`config.mk`:
```
export PLATFORM = sky130hd
export DESIGN_NAME = uart_tx_feeder
export DESIGN_NICKNAME = d
export VERILOG_FILES = /design/src/rtl/uart_pkg.sv /design/src/rtl/sync_fifo.sv /design/src/rtl/uart_tx_feeder.sv
export SDC_FILE = /design/constraint.sdc
export NUM_CORES = 1
export LEC_CHECK = 0
export ABC_AREA = 1
export BUFFER_PORTS_ARGS = -buffer_cell sky130_fd_sc_hd__buf_2
export CORE_MARGIN = 2
export CORE_UTILIZATION = 66
export CTS_CLUSTER_SIZE = 10
export DETAILED_ROUTE_END_ITERATION = 6
export GPL_ROUTABILITY_DRIVEN = 0
export HOLD_SLACK_MARGIN = 0.12
export PLACE_DENSITY_LB_ADDON = 0.05
export SETUP_SLACK_MARGIN = 0.2
export SYNTH_ARGS = -nofsm -noshare
export SYNTH_HDL_FRONTEND = slang
export SYNTH_HIERARCHICAL = 1
export SYNTH_SLANG_ARGS = --single-unit
export TNS_END_PERCENT = 10
```
`constraint.sdc`:
```
create_clock -name clk -period 3.4 [get_ports clk]
set_clock_uncertainty 0.1 [all_clocks]
set_input_delay 0.17 -clock clk [delete_from_list [all_inputs] [get_ports clk]]
set_output_delay 0.17 -clock clk [all_outputs]
set_load 0.005 [all_outputs]
```
`src/rtl/uart_pkg.sv`:
```
// Shared UART definitions: byte width, FSM state encoding for the feeder,
// and the 9600-baud divider used by uart_tx instances on the 12 MHz board clock.
package uart_pkg;

  localparam int BYTE_W            = 8;
  localparam int CLKS_PER_BIT_9600 = 1250;

  typedef enum logic [1:0] {
    ST_IDLE = 2'd0,
    ST_SEND = 2'd1,
    ST_WAIT = 2'd2
  } feeder_state_e;

endpackage

```
`src/rtl/sync_fifo.sv`:
```
// Single-clock FIFO with registered storage and a combinational head read.
// Callers qualify wr_en/rd_en; this block never checks full or empty itself.
module sync_fifo #(
  parameter  int WIDTH  = 8,
  parameter  int DEPTH  = 16,
  localparam int ADDR_W = $clog2(DEPTH)
) (
  input  logic              clk,
  input  logic              rst,
  input  logic              wr_en,
  input  logic [WIDTH-1:0]  wr_data,
  input  logic              rd_en,
  output logic [WIDTH-1:0]  rd_data,
  output logic [ADDR_W:0]   count
);

  logic [WIDTH-1:0]  mem [DEPTH];
  logic [ADDR_W-1:0] wr_ptr;
  logic [ADDR_W-1:0] rd_ptr;

  // NOTE: the storage array has no reset; only pointers and count define which entries are valid.
  always_ff @(posedge clk) begin
    if (wr_en) begin
      mem[wr_ptr] <= wr_data;
    end
  end

  // Pointers are exactly ADDR_W bits, so wrap modulo DEPTH is free.
  always_ff @(posedge clk) begin
    if (rst) begin
      wr_ptr <= '0;
      rd_ptr <= '0;
      count  <= '0;
    end else begin
      if (wr_en) begin
        wr_ptr <= wr_ptr + ADDR_W'(1);
      end
      if (rd_en) begin
        rd_ptr <= rd_ptr + ADDR_W'(1);
      end
      case ({wr_en, rd_en})
        2'b10:   count <= count + (ADDR_W + 1)'(1);
        2'b01:   count <= count - (ADDR_W + 1)'(1);
        default: count <= count;
      endcase
    end
  end

  assign rd_data = mem[rd_ptr];

endmodule

```
`src/rtl/uart_tx_feeder.sv`:
```
// Byte buffer in front of uart_tx: producers push at clock rate, and one byte
// is handed to uart_tx per frame (tx_dv pulse, then wait for tx_done).
module uart_tx_feeder
  import uart_pkg::*;
#(
  parameter  int DEPTH  = 16,
  localparam int ADDR_W = $clog2(DEPTH)
) (
  input  logic              clk,
  input  logic              rst,
  input  logic              wr_en,
  input  logic [BYTE_W-1:0] wr_data,
  output logic              full,
  output logic              overflow,
  output logic [ADDR_W:0]   count,
  output logic              busy,
  output logic              tx_dv,
  output logic [BYTE_W-1:0] tx_byte,
  input  logic              tx_done
);

  feeder_state_e     state;
  logic              empty;
  logic              push;
  logic              pop;
  logic [BYTE_W-1:0] head;

  assign full  = (count == (ADDR_W + 1)'(DEPTH));
  assign empty = (count == '0);
  assign push  = wr_en && !full;
  // Must match the IDLE branch below: the head is consumed on the same edge it is latched.
  assign pop   = (state == ST_IDLE) && !empty;

  sync_fifo #(
    .WIDTH (BYTE_W),
    .DEPTH (DEPTH)
  ) u_fifo (
    .clk     (clk),
    .rst     (rst),
    .wr_en   (push),
    .wr_data (wr_data),
    .rd_en   (pop),
    .rd_data (head),
    .count   (count)
  );

  always_ff @(posedge clk) begin
    if (rst) begin
      state    <= ST_IDLE;
      tx_dv    <= 1'b0;
      tx_byte  <= '0;
      overflow <= 1'b0;
      busy     <= 1'b0;
    end else begin
      tx_dv    <= 1'b0;
      // A push against a full FIFO is dropped even when a pop frees a slot this cycle.
      overflow <= wr_en && full;
      busy     <= !empty || (state != ST_IDLE);
      case (state)
        ST_IDLE: begin
          if (!empty) begin
            tx_byte <= head;
            tx_dv   <= 1'b1;
            state   <= ST_SEND;
          end
        end
        ST_SEND: state <= ST_WAIT;
        ST_WAIT: begin
          if (tx_done) begin
            state <= ST_IDLE;
          end
        end
        default: state <= ST_IDLE;
      endcase
    end
  end

endmodule

```
==> impl_summary.md <==
Timing
Measured against its own limit, the worst slew margin works out to 0.306. The smallest setup slack after layout is 0.944 ns. The post-route setup TNS is 0 ns. Timing would allow up to 407 MHz. The smallest clock period supported by the final layout is computed as 2.46 ns. The worst hold slack is 0.321 ns.

Setup violations remaining at the end of the flow were counted as 0. The number of failing hold endpoints at the final stage was 0. The final period utilization is 0.722. Setup repair after global routing left no endpoint under its margin. The transition time at the pin with the least slew margin is 1.04 ns. The max-slew violation count was 0.

Clocking
The clock sink total is 158. Post-CTS timing repair inserted 0 buffers for setup. The number of hold buffers added after CTS was 12.

The H-tree depth is 4. TritonCTS built the clock tree. The number of resized instances in the post-cts repair step is 0. The CTS buffer count is 17.

The clock transition at the registers of the reported paths is 0.06 ns. Clock latency on the worst-skew pair, taken at its later pin, is 0.53 ns. Counting along the longest clock path gives a buffer depth of 2.

The tree is rooted in a sky130_fd_sc_hd__clkbuf_8.

Placement
During placement, the flow inserted port buffers numbering 28. The pre-CTS setup slack is 0.999 ns. The half-perimeter wire length of the detailed placement result is 8430 µm.

Detailed routing
In this run, the number of DRC markers left after iteration 0 of detailed routing was 423. The number of antenna-violating nets in the routed design is 0. The residual DRC count is 0. The count of vias placed by the detailed router is 4480.

In the final routed layout, each cell accounts on average for 17.8 µm. The via density per instance is 5.67. The first detailed-routing pass ran for 5 iterations.

The routed wire length is 14100 µm.

Critical path
The endpoint required time on the critical path is 3.73 ns. At the worst endpoint, the arrival time is 2.79 ns. The logic depth of the worst register-to-register path is 15. The category of the worst setup path capture point is a register. The setup slack of the most critical reg-to-reg path is 0.94 ns. In this run the worst path has a maximum fanout of 18. The critical path launch point type is a register. The startpoint-to-endpoint class of the critical path is reg -> reg.

Min path
The classification of the worst-slack hold path is in -> reg. The worst hold path passes through 4 cells.

Yosys
In this run the mean area of a mapped cell was 11.0 µm². The synthesized netlist contains 28 unique library cells. The synthesized netlist occupies a cell area of 6730 µm².

The count of warnings emitted by yosys is 6. Of the synthesized area, sequential elements account for 0.661. The post-synthesis sequential element count is 158. Synthesis handed over a netlist of 610 instances. When the netlist entered floorplanning its net count stood at 631.

Finish
The area occupied by multi-input gates is 1730 µm². The antenna cell count is 0. At the end of the flow, the number of nets in the layout was 665.

The filler cells instantiated in the layout total 639. Of the cells placed in the final design, the portion with a size suffix greater than 1 is 0.117. The area growth from synthesis to layout is 12.9%. The total area of sequential cells is 4450 µm².

Power
Of the total power, combinational logic draws 0.278. Of the total power, registers draw 0.421. Across the VDD grid, the largest voltage drop is 0.470 mV. The power per cell area is 784 nW/µm².

The total leakage power is 2.98 nW. The internal power summed over all cells is 3.91 mW. The reported net switching power is 2.04 mW. The fraction of power consumed by the clock network is 0.300. The total power of the final layout is 5.95 mW. The switching part of the total is 0.342.

Floorplan
The initial core utilization is 0.685. The vertical extent of the die is 105 µm. For this design the top-level I/O count stands at 29.

The core outline area is 9820 µm². The area of the die is 11000 µm². The die width is 105 µm. The row count is 36.

GRT
The initial antenna violation count is 0. For this run, the total global-route usage over all layers was measured as 0.267. The residual overflow from global routing is 0.

Entering global routing, the biggest net connects 76 pins. The first global-routing pass estimated 21800 µm of wire. The number of global-route vias before repair is 4234.

Run status
The flow ran to the end, and the final reports show no timing, DRC or antenna violations.

Job
The tool flagged a number of max-cap violations equal to 0.
per-stage QoR:
step | utilization | cells | area, µm²
5_1_grt | 0.774 | 790 | 7600
3_3_place_gp | 0.704 | 746 | 6920
6_report | 0.774 | 790 | 7600
3_5_place_dp | 0.704 | 746 | 6920
2_1_floorplan | - | 610 | 6730
4_1_cts | 0.774 | 790 | 7600
registers in the layout (all words and copies together), names as in the netlist, named ones only:
name and flops:
busy 1, tx_byte 8, u_fifo/rd_ptr 4, state 2, u_fifo/mem 128, tx_dv 1, u_fifo/count 5, overflow 1
u_fifo/wr_ptr 4
synth_stat cells:
master,instances,share of area
sky130_fd_sc_hd__ha_1,9,0.017
sky130_fd_sc_hd__nand3b_1,1,0.0011
sky130_fd_sc_hd__buf_2,16,0.012
sky130_fd_sc_hd__nand3_4,1,0.0026
sky130_fd_sc_hd__buf_6,6,0.010
sky130_fd_sc_hd__clkbuf_1,5,0.0028
sky130_fd_sc_hd__o21ai_0,37,0.028
sky130_fd_sc_hd__o21a_1,2,0.0022
sky130_fd_sc_hd__nand2_1,79,0.044
sky130_fd_sc_hd__nand3_1,61,0.045
sky130_fd_sc_hd__xnor2_1,1,0.0013
sky130_fd_sc_hd__dfxtp_1,30,0.089
sky130_fd_sc_hd__nor2_1,39,0.022
sky130_fd_sc_hd__nand3_2,1,0.0015
sky130_fd_sc_hd__o211ai_1,22,0.025
sky130_fd_sc_hd__buf_1,1,0.00056
sky130_fd_sc_hd__inv_1,100,0.056
sky130_fd_sc_hd__nor4_1,1,0.00093
sky130_fd_sc_hd__edfxtp_1,128,0.57
sky130_fd_sc_hd__nand4_1,1,0.00093
sky130_fd_sc_hd__o21ai_1,2,0.0015
sky130_fd_sc_hd__a21oi_1,48,0.036
sky130_fd_sc_hd__o211ai_2,10,0.019
sky130_fd_sc_hd__xor2_1,3,0.0039
sky130_fd_sc_hd__o21bai_1,1,0.0011
sky130_fd_sc_hd__nor2_4,3,0.0050
sky130_fd_sc_hd__buf_4,1,0.0011
sky130_fd_sc_hd__nor3_1,1,0.00074
cells in the final DEF, fill, tap and decap left out, types with 9 or more instances in the layout:
cell and instances:
sky130_fd_sc_hd__clkbuf_16 16, sky130_fd_sc_hd__a21oi_1 48, sky130_fd_sc_hd__edfxtp_1 128, sky130_fd_sc_hd__buf_2 28, sky130_fd_sc_hd__dfxtp_1 28, sky130_fd_sc_hd__nand3_1 61, sky130_fd_sc_hd__o211ai_1 22, sky130_fd_sc_hd__inv_1 100
sky130_fd_sc_hd__nand2_1 79, sky130_fd_sc_hd__ha_1 9, sky130_fd_sc_hd__o21ai_0 37, sky130_fd_sc_hd__o211ai_2 10, sky130_fd_sc_hd__dlygate4sd3_1 12, sky130_fd_sc_hd__nor2_1 39
power groups by stage:
stage	registers (mW)	logic, mW	clock network, mW
floorplan	2.37	1.37	0
global placement	2.54	1.55	0
detailed placement	2.55	1.58	0
CTS	2.51	1.63	1.81
global route	2.54	1.85	1.89
finish	2.51	1.66	1.79
layout make-up:
cell class              count  share of cell area
clock buffers              18              0.0550
clock inverters            14              0.0188
inverters                 100              0.0494
multi-input cells         323               0.228
flip-flops and latches    158               0.586
well taps                 133              0.0219
repair buffers             44              0.0415
path summary, 6_finish.rpt:
path,from,to
max reg2reg,u_fifo/count[0]$_SDFFE_PP0P_,u_fifo/count[4]$_SDFFE_PP0P_
min,wr_en,overflow$_SDFF_PP0_
max,u_fifo/count[0]$_SDFFE_PP0P_,u_fifo/count[4]$_SDFFE_PP0P_
min reg2reg,u_fifo/rd_ptr[2]$_SDFFE_PP0P_,register
kinds of logic after synthesis:
kind of cell | Yosys count | synth area share
flops | 158 | 0.661
fa+ha+maj | 9 | 0.0167
buf+inv | 129 | 0.0822
xor+xnor | 4 | 0.00521
simple gates | 188 | 0.124
compound gates | 122 | 0.111
worst max-delay path: stages, from the launching register on:
cell	delay, ns
sky130_fd_sc_hd__dfxtp_1	0.47
sky130_fd_sc_hd__nor2_4	0.07
sky130_fd_sc_hd__nand3_4	0.19
sky130_fd_sc_hd__nand2_1	0.08
sky130_fd_sc_hd__inv_1	0.25
sky130_fd_sc_hd__ha_1	0.32
sky130_fd_sc_hd__nor2_1	0.07
sky130_fd_sc_hd__nor2_1	0.15
sky130_fd_sc_hd__ha_1	0.17
sky130_fd_sc_hd__inv_1	0.04
sky130_fd_sc_hd__nand2_1	0.09
sky130_fd_sc_hd__nand3_1	0.10
sky130_fd_sc_hd__nand3b_1	0.09
sky130_fd_sc_hd__nand3_1	0.07
sky130_fd_sc_hd__nand2_1	0.07
sky130_fd_sc_hd__inv_1	0.03
layer usage:
metal	vias to the layer above	wire, µm	track usage
li1	2145	-	-
met3	12	945	0.0799
met5	-	0	0
met4	0	129	0.0657
met1	2156	5910	0.359
met2	167	7070	0.432
No activity file was read; power rests on OpenSTA's default activity.
